$ cat src/rtl/stages_definition_pkg.sv
// Shared types for the write-back stage: queue payload, arbiter state and register-file sizing.
// The payload data field is sized for the widest supported N; narrower ports zero-extend.
package stages_definition_pkg;

    localparam int unsigned REG_COUNT   = 16;
    localparam int unsigned ADDR_W      = 4;
    localparam int unsigned WB_DATA_MAX = 64;

    typedef enum logic {
        LAST_EXE,
        LAST_MEM
    } arb_state_t;

    typedef struct packed {
        logic [ADDR_W-1:0]      addr;
        logic [WB_DATA_MAX-1:0] data;
    } wb_req_t;

    function automatic logic [REG_COUNT-1:0] reg_onehot(input logic [ADDR_W-1:0] addr);
        logic [REG_COUNT-1:0] v;
        v       = '0;
        v[addr] = 1'b1;
        return v;
    endfunction

endpackage

$ cat src/rtl/wb_fifo.sv
// Per-requester write-back queue. Besides head/empty/full it reports the register mask of
// the entries that will be resident after this cycle's push/pop, so the top can register it.
module wb_fifo
    import stages_definition_pkg::*;
#(
    parameter int unsigned N     = 32,
    parameter int unsigned DEPTH = 2
) (
    input  logic                 clk,
    input  logic                 rst_n,
    input  logic                 push,
    input  logic [ADDR_W-1:0]    push_addr,
    input  logic [N-1:0]         push_data,
    input  logic                 pop,
    output logic [ADDR_W-1:0]    head_addr,
    output logic [N-1:0]         head_data,
    output logic                 empty,
    output logic                 full,
    output logic [REG_COUNT-1:0] addr_mask_next
);

    localparam int unsigned PW = $clog2(DEPTH);
    localparam int unsigned CW = $clog2(DEPTH + 1);

    wb_req_t       mem_q [DEPTH];
    wb_req_t       mem_d [DEPTH];
    logic [PW-1:0] wr_q, wr_d;
    logic [PW-1:0] rd_q, rd_d;
    logic [CW-1:0] count_q, count_d;
    logic [PW-1:0] idx;
    logic          do_push;
    logic          do_pop;

    assign empty     = (count_q == '0);
    assign full      = (count_q == CW'(DEPTH));
    assign do_push   = push & ~full;
    assign do_pop    = pop & ~empty;
    assign head_addr = mem_q[rd_q].addr;
    assign head_data = mem_q[rd_q].data[N-1:0];

    always_comb begin
        mem_d   = mem_q;
        wr_d    = wr_q;
        rd_d    = rd_q;
        count_d = count_q;
        if (do_push) begin
            mem_d[wr_q] = '{addr: push_addr, data: WB_DATA_MAX'(push_data)};
            wr_d        = wr_q + 1'b1;
        end
        if (do_pop) begin
            rd_d = rd_q + 1'b1;
        end
        case ({do_push, do_pop})
            2'b10:   count_d = count_q + 1'b1;
            2'b01:   count_d = count_q - 1'b1;
            default: count_d = count_q;
        endcase
    end

    // Mask of the entries resident after the update, walking from the next read pointer.
    always_comb begin
        addr_mask_next = '0;
        idx            = '0;
        for (int i = 0; i < DEPTH; i++) begin
            idx = rd_d + PW'(i);
            if (CW'(i) < count_d) begin
                addr_mask_next = addr_mask_next | reg_onehot(mem_d[idx].addr);
            end
        end
    end

    always_ff @(posedge clk or negedge rst_n) begin
        if (!rst_n) begin
            wr_q    <= '0;
            rd_q    <= '0;
            count_q <= '0;
        end else begin
            wr_q    <= wr_d;
            rd_q    <= rd_d;
            count_q <= count_d;
        end
    end

    // Payload storage needs no reset; validity is tracked by the pointers and count.
    always_ff @(posedge clk) begin
        mem_q <= mem_d;
    end

endmodule

$ cat src/rtl/wb_port_arbiter.sv
// Round-robin arbiter merging ALU and load write-backs onto the single register-file write port.
// The port, arbiter state and pending-register mask are all registered.
module wb_port_arbiter
    import stages_definition_pkg::*;
#(
    parameter int unsigned N     = 32,
    parameter int unsigned DEPTH = 2
) (
    input  logic                 clk,
    input  logic                 rst_n,
    input  logic                 exe_valid,
    output logic                 exe_ready,
    input  logic [ADDR_W-1:0]    exe_addr,
    input  logic [N-1:0]         exe_data,
    input  logic                 mem_valid,
    output logic                 mem_ready,
    input  logic [ADDR_W-1:0]    mem_addr,
    input  logic [N-1:0]         mem_data,
    output logic                 WE3,
    output logic [ADDR_W-1:0]    A3,
    output logic [N-1:0]         WD3,
    output logic [REG_COUNT-1:0] pending_mask,
    output logic                 stall_decode
);

    arb_state_t            state_q;
    logic                  exe_full, exe_empty;
    logic                  mem_full, mem_empty;
    logic [ADDR_W-1:0]     exe_head_addr, mem_head_addr;
    logic [N-1:0]          exe_head_data, mem_head_data;
    logic [REG_COUNT-1:0]  exe_mask_next, mem_mask_next;
    logic [REG_COUNT-1:0]  queued_mask_next;
    logic                  exe_push, mem_push;
    logic                  exe_grant, mem_grant;

    assign exe_ready    = ~exe_full;
    assign mem_ready    = ~mem_full;
    assign stall_decode = ~exe_ready | ~mem_ready;
    assign exe_push     = exe_valid & exe_ready;
    assign mem_push     = mem_valid & mem_ready;

    // On a tie the requester not served last wins; a lone head is always served.
    assign exe_grant = ~exe_empty & (mem_empty | (state_q == LAST_MEM));
    assign mem_grant = ~mem_empty & (exe_empty | (state_q == LAST_EXE));

    assign queued_mask_next = exe_mask_next | mem_mask_next;

    wb_fifo #(
        .N     (N),
        .DEPTH (DEPTH)
    ) u_exe_fifo (
        .clk            (clk),
        .rst_n          (rst_n),
        .push           (exe_push),
        .push_addr      (exe_addr),
        .push_data      (exe_data),
        .pop            (exe_grant),
        .head_addr      (exe_head_addr),
        .head_data      (exe_head_data),
        .empty          (exe_empty),
        .full           (exe_full),
        .addr_mask_next (exe_mask_next)
    );

    wb_fifo #(
        .N     (N),
        .DEPTH (DEPTH)
    ) u_mem_fifo (
        .clk            (clk),
        .rst_n          (rst_n),
        .push           (mem_push),
        .push_addr      (mem_addr),
        .push_data      (mem_data),
        .pop            (mem_grant),
        .head_addr      (mem_head_addr),
        .head_data      (mem_head_data),
        .empty          (mem_empty),
        .full           (mem_full),
        .addr_mask_next (mem_mask_next)
    );

    always_ff @(posedge clk or negedge rst_n) begin
        if (!rst_n) begin
            state_q      <= LAST_MEM;
            WE3          <= 1'b0;
            A3           <= '0;
            WD3          <= '0;
            pending_mask <= '0;
        end else begin
            WE3          <= exe_grant | mem_grant;
            pending_mask <= queued_mask_next;
            if (exe_grant) begin
                state_q      <= LAST_EXE;
                A3           <= exe_head_addr;
                WD3          <= exe_head_data;
                pending_mask <= queued_mask_next | reg_onehot(exe_head_addr);
            end else if (mem_grant) begin
                state_q      <= LAST_MEM;
                A3           <= mem_head_addr;
                WD3          <= mem_head_data;
                pending_mask <= queued_mask_next | reg_onehot(mem_head_addr);
            end
        end
    end

endmodule

$ cat config.mk
export PLATFORM = sky130hd
export DESIGN_NAME = wb_port_arbiter
export DESIGN_NICKNAME = d
export VERILOG_FILES = /design/src/rtl/stages_definition_pkg.sv /design/src/rtl/wb_fifo.sv /design/src/rtl/wb_port_arbiter.sv
export SDC_FILE = /design/constraint.sdc
export NUM_CORES = 1
export LEC_CHECK = 0
export CAP_MARGIN = 20
export CORE_UTILIZATION = 55
export CTS_CLUSTER_SIZE = 12
export DETAILED_ROUTE_END_ITERATION = 7
export PLACE_DENSITY = 0.76
export SLEW_MARGIN = 20
export SYNTH_ARGS = -nofsm -noshare
export SYNTH_HDL_FRONTEND = slang
export SYNTH_SLANG_ARGS = --single-unit
export TNS_END_PERCENT = 30
$ cat constraint.sdc
create_clock -name clk -period 4.72 [get_ports clk]
set_input_delay 0.944 -clock clk [delete_from_list [all_inputs] [get_ports clk]]
set_output_delay 0.944 -clock clk [all_outputs]
set_load 0.01 [all_outputs]
==> run metrics <==
status=finished with violations; failing checks=design-rule violations; Max-cap violations=0; Area growth, synth to finish=21.8%; syn_area_per_cell=11.1 um^2; Switching Fraction=43.2%; post-synthesis sequential element count=206; Crit Path Max Fanout=35; Post-Synth Simple-Gate Area=13.7%; Top FF cell, synth=edfxtp_1; initial antenna violation count=0; most common cell after layout, fill and taps aside=clkdlybuf4s50_1; Power, Total=10.0 mW; Cell Chain, Critical Path=o21ai_1 > inv_1 > ha_1 > xnor2_1 > nor2_1 > xnor2_1 > inv_1 > o211a_1 > a221oi_1 > nand4_1; static leakage=4.68 nW; slowest CP cell=dfstp_2; Clock Pin Slew Worst Setup and Hold Paths=0.06 ns; area used by multi-input combinational logic=4170 um^2; Iteration-0 DRC Markers=764; Final setup viols=0; first-pass GRT wire length=46.0 mm; TritonRoute pass-1 iters=8; die area=19100 um^2; Clock Tree Root=clkbuf_16; cell taking the most area after synthesis=edfxtp_1; largest family of logic cells by synthesized area=compound AO/OA/AOI/OAI gates; vias in the first global route=7879; final slew viol count=0; post-CTS setup buffer count=0; Reg power frac=31.0%; post-synthesis sequential area ratio=55.9%; Req. time, crit path=5.10 ns; clock power share=18.0%; largest net degree at the start of global routing=60; post-cts repair resize count=0; drc violations=25; # rows=49; Adder-Cell Fraction of Synth Area=0.245%; post-synthesis compound-gate area fraction=15.4%; top cells by area, synth=edfxtp_1 (38%), dfrtp_1 (15%), mux2i_1 (5.6%); PwrDens=806 nW/um^2; Die H=138 um; Min-Delay Startpoint=u_exe_fifo.mem_q[134]$_DFF_P_; critical path startpoint category=flip-flop; CP endpoint kind=flip-flop; H-Tree Depth=1; setup tns final=0 ns; Finished Cell Area=12500 um^2; DP HPWL=20.9 mm; WP data arrival=3.91 ns; IO Port Bufs=131; Peak VDD IR=0.539 mV; Hold EP=u_exe_fifo.mem_q[134]$_DFF_P_; Switching Power=4.33 mW; via count=8078; CTS tree=built; RSZ-0062 raised after global routing=false; FF-to-FF setup slack=1.19 ns; Via density=6.32; R2R Path Start=state_q$_DFFE_PN1P_; FF-to-FF path depth=10; xor/xnor share of the synthesized area=0.600%; most frequent cells in the layout=clkdlybuf4s50_1 (130), edfxtp_1 (128), nand2_1 (91); Period minus WS final=3.53 ns; top cell type's share of synthesized area=37.6%; final cycle utilization of the critical path=74.8%; slew margin rel.=33.8%; Placed Area=11700 um^2; Layout Nets=1110; Top Ports=132; final antenna-violating net count=0; GRT overflow=0; gpl congestion=1.02; Synth cell types=73; fmax=283 MHz; Synthesis Warnings=0; Async SR Flop Fraction=30.1%; hold_buf cts=0; Initial Util=56.5%; Antenna Cells=0; Layout fillers=1372; Synth Net Count=997; clk sink count=206; Comb pwr share=50.9%; Worst Hold Class=reg2reg; Global Route Usage Sum=31.2%; Die W=138 um; share of layout cells above drive strength 1=12.0%; CP Class=reg2reg; Clock Skews=0.0107 ns; Worst Hold Depth=2; core area=18100 um^2; Worst R2R End=pending_mask[7]$_DFF_PN0_; Register Area=5720 um^2; measured slew at the worst slew-check pin=0.993 ns; Fin. Hold Viols=0; Post-synth EDFFs=128; gate count after technology mapping=919; TritonCTS Buffers=24; final wirelength=29.9 mm; P_int=5.71 mW; synthesized area=10200 um^2; Longest Clk Path Bufs=3; max incr delay on CP=1.04 ns; mux share of post-synthesis cell area=10.8%; routed length per instance=23.4 um; clock latency on the worst-skew pair=0.51 ns
[how the worst max path moves through the flow]
stage | end | depth (start not counted) | slack, ns | start
global route | pending_mask[7]$_DFF_PN0_ | 10 | 0.94 | state_q$_DFFE_PN1P_
floorplan | pending_mask[13]$_DFF_PN0_ | 8 | 1.40 | mem_valid
finish | pending_mask[7]$_DFF_PN0_ | 10 | 1.19 | state_q$_DFFE_PN1P_
global placement | pending_mask[15]$_DFF_PN0_ | 8 | 1.05 | exe_valid
detailed placement | pending_mask[12]$_DFF_PN0_ | 10 | 0.98 | mem_valid
CTS | pending_mask[7]$_DFF_PN0_ | 10 | 1.28 | state_q$_DFFE_PN1P_
[per-stage QoR]
stage          setup WS (ns)  instances  utilization, %  hold slack (ns)
6_report                1.19       1279            68.9            0.510
5_1_grt                0.944       1279            68.9            0.547
4_1_cts                 1.28       1279            68.9            0.503
3_5_place_dp           0.975       1235            64.5            0.476
3_3_place_gp            1.05       1235            64.5            0.477
2_1_floorplan           1.40        919               -            0.474
[layout make-up]
class	count	area share, %
timing repair buffer	146	11.4
clock inverter	11	0.995
sequential	206	45.9
clock buffer	33	5.33
tap	229	2.30
multi-input combinational	637	33.5
inverter	17	0.563
[cell usage after synthesis, types with 12 or more instances]
cell type	instances
edfxtp_1	128
nand2_1	91
nor2_1	65
dfrtp_1	61
mux2i_1	57
a21oi_1	55
o21ai_0	47
mux2_2	46
a22oi_1	33
clkbuf_1	33
nand2b_1	25
nand3_1	21
nor3_1	19
dfxtp_1	16
o22ai_1	13
nand4_1	12
nor2b_1	12
[power groups by stage]
| stage | combinational (mW) | sequential (mW) | clock (mW) |
|---|---|---|---|
| after detailed placement | 5.00 | 3.13 | 0 |
| final | 5.11 | 3.12 | 1.81 |
| after global routing | 5.47 | 3.17 | 1.90 |
| after CTS | 5.03 | 3.10 | 1.84 |
| after global placement | 4.97 | 3.11 | 0 |
| after floorplan | 3.38 | 2.93 | 0 |
[worst max-delay path, delay by kind of cell (launching register included)]
kind	cells	cell delay (ns)
DFF	1	1.04
AOI/OAI and AO/OA	3	0.97
xor gates and xnor gates	2	0.48
buffers and inverters	2	0.47
adders and majority gates	1	0.23
and+or+nand+nor	2	0.20
[cell families (layout without fill, tap and decap cells)]
group                      after synthesis  count (layout)
buffers and inverters                   76             207
adders and majority gates                2               2
muxes                                  104             104
and+or+nand+nor                        287             287
xor gates and xnor gates                 7               7
AOI/OAI and AO/OA                      237             237
DFF                                    206             206
[layer usage]
layer | part of all wire (%) | vias up | GRT usage [%]
li1 | - | 3704 | -
met1 | 42 | 3912 | 41.9
met2 | 48 | 399 | 51.8
met3 | 7.4 | 63 | 4.92
met4 | 3.1 | 0 | 10.5
met5 | 0 | - | 0
No activity file was read; power rests on OpenSTA's default activity.
==> edit 1: new RTL, same settings <==
`N` is set to 32 in 2 places; all go to 16.
--- a/src/rtl/wb_fifo.sv
+++ b/src/rtl/wb_fifo.sv
@@ -3,7 +3,7 @@
 module wb_fifo
     import stages_definition_pkg::*;
 #(
-    parameter int unsigned N     = 32,
+    parameter int unsigned N     = 16,
     parameter int unsigned DEPTH = 2
 ) (
     input  logic                 clk,
--- a/src/rtl/wb_port_arbiter.sv
+++ b/src/rtl/wb_port_arbiter.sv
@@ -3,7 +3,7 @@
 module wb_port_arbiter
     import stages_definition_pkg::*;
 #(
-    parameter int unsigned N     = 32,
+    parameter int unsigned N     = 16,
     parameter int unsigned DEPTH = 2
 ) (
     input  logic                 clk,
Ports: changed (resized WD3, exe_data and mem_data); port bits go from 132 to 84. The function was not compared with the original's and may differ.
==> edit 1 against the unedited design <==
Synthesized cell count is 23% lower. Critical endpoint unchanged. Total power is 23% lower. Cell area is 31% lower. Synthesized area is 30% lower. Sequential cell count is 80 lower. Sequential share of layout area is 6.7 points lower. Worst setup slack better by 0.17 ns. Highest routed layer unchanged. Routed wire length is 30% lower.
==> edit 1: results (changes against the unedited design) <==
Cells and area
  • Multi-input comb cells: 527 (was 637)
  • Post-layout nets: 823 (was 1110)
  • Sequential share of cell area: 39.2% (was 45.9%)
  • Multi-input gate area: 3440 sq um (was 4170 sq um)

Floorplan
  • Core box area: 12600 sq um (was 18100 sq um)

Drt
  • Post-Route M1 WL: 9110 um (was 12500 um)
  • Wire length on met2: 9470 um (was 14200 um)
  • DR iter-0 viols: 801 (was 764)

Run status
  • Status: finished, final reports clean (was finished with violations)

Yosys
  • Ys async rst share: 36.5% (was 30.1%)
  • Post-synth top cells: nand2_1, edfxtp_1, nor2_1 (was edfxtp_1, nand2_1, nor2_1)
  • Register area share after synthesis: 47.5% (was 55.9%)
  • Synth area leaders: edfxtp_1, dfrtp_1, mux2i_1 (unchanged)
  • Number of flops mapped to enable cells by yosys: 64 (was 128)
  • Synth Area in Compound Gates: 17.1% (was 15.4%)
  • Synthesized netlist cell count: 710 (was 919)

Clocking
  • Clk_lat worst skew: 0.42 ns (was 0.51 ns)

Worst hold path
  • Worst hold endpoint: WD3[15]$_DFFE_PN0P_ (was u_exe_fifo.mem_q[134]$_DFF_P_)
  • Hold_sp: WD3[15]$_DFFE_PN0P_ (was u_exe_fifo.mem_q[134]$_DFF_P_)

Worst setup path
  • Crit-path leading delay family: buffers and inverters (was flip-flops)
  • Worst-case reg-to-reg path depth: 9 (was 10)
  • Crit-path max FO: 27 (was 35)
  • FF-to-FF Start: u_exe_fifo.count_q[0]$_DFF_PN0_ (was state_q$_DFFE_PN1P_)

STA
  • Fin crit share: 71.3% (was 74.8%)
  • Max transition margin: 34.1% (was 33.8%)

Place
  • Routability cong.: 0.995 (was 1.02)
  • Inst Count DP: 930 (was 1235)

Global route
  • Met2 global-route usage: 50.2% (was 51.8%)
  • Gr usage total: 32.9% (was 31.2%)
[edit 1: cell types whose count changed after synthesis, moves of 10 or more]
cell | before | now
edfxtp_1 | 128 | 64
nor2_1 | 65 | 46
mux2_2 | 46 | 33
a21oi_1 | 55 | 40
a22oi_1 | 33 | 23
clkbuf_1 | 33 | 16
o21ai_0 | 47 | 29
mux2i_1 | 57 | 38
dfrtp_1 | 61 | 45
nor3_1 | 19 | 33
[edit 1: power by group]
group / leakage (nW) / internal (mW) / switching (mW)
clock network: 0.317 / 0.946 / 0.516
logic: 1.64 / 1.65 / 2.60
registers: 1.28 / 1.61 / 0.370
[edit 1: cells by family (layout without fill, tap and decap cells)]
| kind of cell | count (synthesis) | count (layout) |
|---|---|---|
| muxes | 73 | 73 |
| adders and majority gates | 2 | 2 |
| and+or+nand+nor | 268 | 268 |
| AOI/OAI and AO/OA | 177 | 177 |
| DFF | 126 | 126 |
| xor gates and xnor gates | 7 | 7 |
| buffers and inverters | 57 | 137 |
==> edit 2: new RTL, same flow settings <==
Without the edit above. Reset style: synchronous (`rst_n`), changed in 2 clocked blocks.
--- a/src/rtl/wb_fifo.sv
+++ b/src/rtl/wb_fifo.sv
@@ -69,7 +69,7 @@
         end
     end
 
-    always_ff @(posedge clk or negedge rst_n) begin
+    always_ff @(posedge clk) begin
         if (!rst_n) begin
             wr_q    <= '0;
             rd_q    <= '0;
--- a/src/rtl/wb_port_arbiter.sv
+++ b/src/rtl/wb_port_arbiter.sv
@@ -79,7 +79,7 @@
         .addr_mask_next (mem_mask_next)
     );
 
-    always_ff @(posedge clk or negedge rst_n) begin
+    always_ff @(posedge clk) begin
         if (!rst_n) begin
             state_q      <= LAST_MEM;
             WE3          <= 1'b0;
Function: differs if rst_n is asserted again (counterexample within 4 cycles, from zero or initial values and one cycle with rst_n low); with rst_n held inactive, the same outputs for 4 cycles.
==> edit 2 against the unedited design <==
Count of clock-buffer cells in the layout is 1 higher. Sequential cell count stayed put. Synthesized area is 2.4% lower. Utilization up 0.33 points. Cell area shrank 2.9%. Combinational power is 28% lower. Total power is 21% lower. Routed wire length shrank 1.9%. Worst setup slack lost 0.24 ns. First-iteration DRC count is 13% lower. Fmax decreased by 6.5%. Clock power fell by 14%. Final cell count fell by 0.86%. Largest cell class unchanged. Largest power group unchanged.
==> edit 2: results (changes against the unedited design) <==
Worst setup path
  • Slowest cell on the critical path: dfxtp_1 (was dfstp_2)
  • Crit-path leading delay family: simple AND/OR/NAND/NOR gates (was flip-flops)
  • CP startpoint: u_exe_fifo.count_q[1]$_SDFF_PN0_ (was state_q$_DFFE_PN1P_)
  • Crit-path max FO: 14 (was 35)
  • Critical Path AT: 4.19 ns (was 3.91 ns)
  • CP peak stage delay: 0.62 ns (was 1.04 ns)

Pwr
  • Maximum vdd drop: 0.477 mV (was 0.539 mV)
  • Standby leakage power: 4.18 nW (was 4.68 nW)

Drt
  • Final ANT Viol Nets: 0 (unchanged)
  • DR iter-0 viols: 666 (was 764)
  • Drt first pass iters: 6 (was 8)
  • Routed len/inst: 23.1 um (was 23.4 um)
  • Vias per std cell: 6.51 (was 6.32)

Place
  • Hpwl dp: 19900 um (was 20900 um)
  • Inst Count DP: 1228 (was 1235)
  • Cell Area, Placed: 11400 sq um (was 11700 sq um)
  • Routability cong.: 1.02 (about the same)
  • Post-place setup slack: 0.972 ns (was 0.975 ns)

Worst hold path
  • Hold crit path type: reg2reg (unchanged)
  • Hold_sp: WD3[25]$_SDFFE_PN0P_ (was u_exe_fifo.mem_q[134]$_DFF_P_)

Cells and area
  • Non-Filler Instances: 1268 (was 1279)
  • Post-layout nets: 1105 (was 1110)
  • Share of layout cells above drive strength 1: 7.57% (was 12.0%)

Yosys
  • Post-synth top cells: edfxtp_1, nand2_1, mux2i_1 (was edfxtp_1, nand2_1, nor2_1)
  • Synth area leaders: edfxtp_1, dfxtp_1, mux2i_1 (was edfxtp_1, dfrtp_1, mux2i_1)
  • Ys async rst share: 0% (was 30.1%)
  • Register area share after synthesis: 54.2% (was 55.9%)
  • Syn_nets: 996 (was 997)
  • Synthesized area per cell: 10.9 sq um (was 11.1 sq um)
  • Yosys cell types: 72 (was 73)

STA
  • Max transition margin: 29.7% (was 33.8%)
  • Layout Skew: 0.0132 ns (was 0.0107 ns)

Clocking
  • Clk_lat worst skew: 0.51 ns (about the same)
  • Root Buffer: clkbuf_16 (unchanged)
  • Total clock buffers created by CTS: 22 (was 24)

Global route
  • First-pass GRT wire length: 44500 um (was 46000 um)
  • Vias in the first global route: 8059 (was 7879)
  • Pin count of the biggest net entering global routing: 43 (was 60)
  • Initial antenna violation count: 0 (unchanged)
  • Gr usage total: 31.7% (was 31.2%)

Run status
  • Status: finished, final reports clean (was finished with violations)
edit 2: worst paths after layout:
kind | cells past startpoint | slack, ns | endpoint
min reg2reg | 1 | 0.47 | WD3[25]$_SDFFE_PN0P_
min | 1 | 0.47 | WD3[25]$_SDFFE_PN0P_
max | 10 | 0.95 | pending_mask[10]$_SDFF_PN0_
max reg2reg | 10 | 0.95 | pending_mask[10]$_SDFF_PN0_
edit 2: area by class of cell:
class / instances / area (sq um)
sequential: 206 / 5410
fill: 1326 / 5380
multi-input combinational: 628 / 4220
timing repair buffer: 152 / 1470
clock buffer: 34 / 606
tap: 225 / 282
inverter: 17 / 63.8
clock inverter: 6 / 43.8
edit 2: logic make-up (layout without fill, tap and decap cells):
| group | Yosys count | count (layout) | share of synthesized area [%] |
|---|---|---|---|
| flip-flops | 206 | 206 | 54.2 |
| XOR/XNOR | 7 | 7 | 0.615 |
| AO/OA/AOI/OAI | 208 | 208 | 15.9 |
| multiplexers | 102 | 102 | 10.4 |
| AND/OR/NAND/NOR | 309 | 309 | 15.1 |
| adder cells (fa/ha/maj) | 2 | 2 | 0.251 |
| buffers and inverters | 84 | 209 | 3.59 |
edit 2: power by group:
group	switching [mW]	internal [mW]	total, mW
Combinational	2.27	1.42	3.69
Sequential	0.350	2.30	2.65
Clock	0.678	0.887	1.56
edit 2: routing by layer:
layer | vias to the layer above | GRT usage [%] | part of all wire [%]
met5 | - | 0 | 0
met4 | 0 | 11.9 | 3.4
met3 | 85 | 6.85 | 9.0
met2 | 446 | 54.2 | 49
met1 | 3985 | 39.1 | 39
li1 | 3745 | - | -
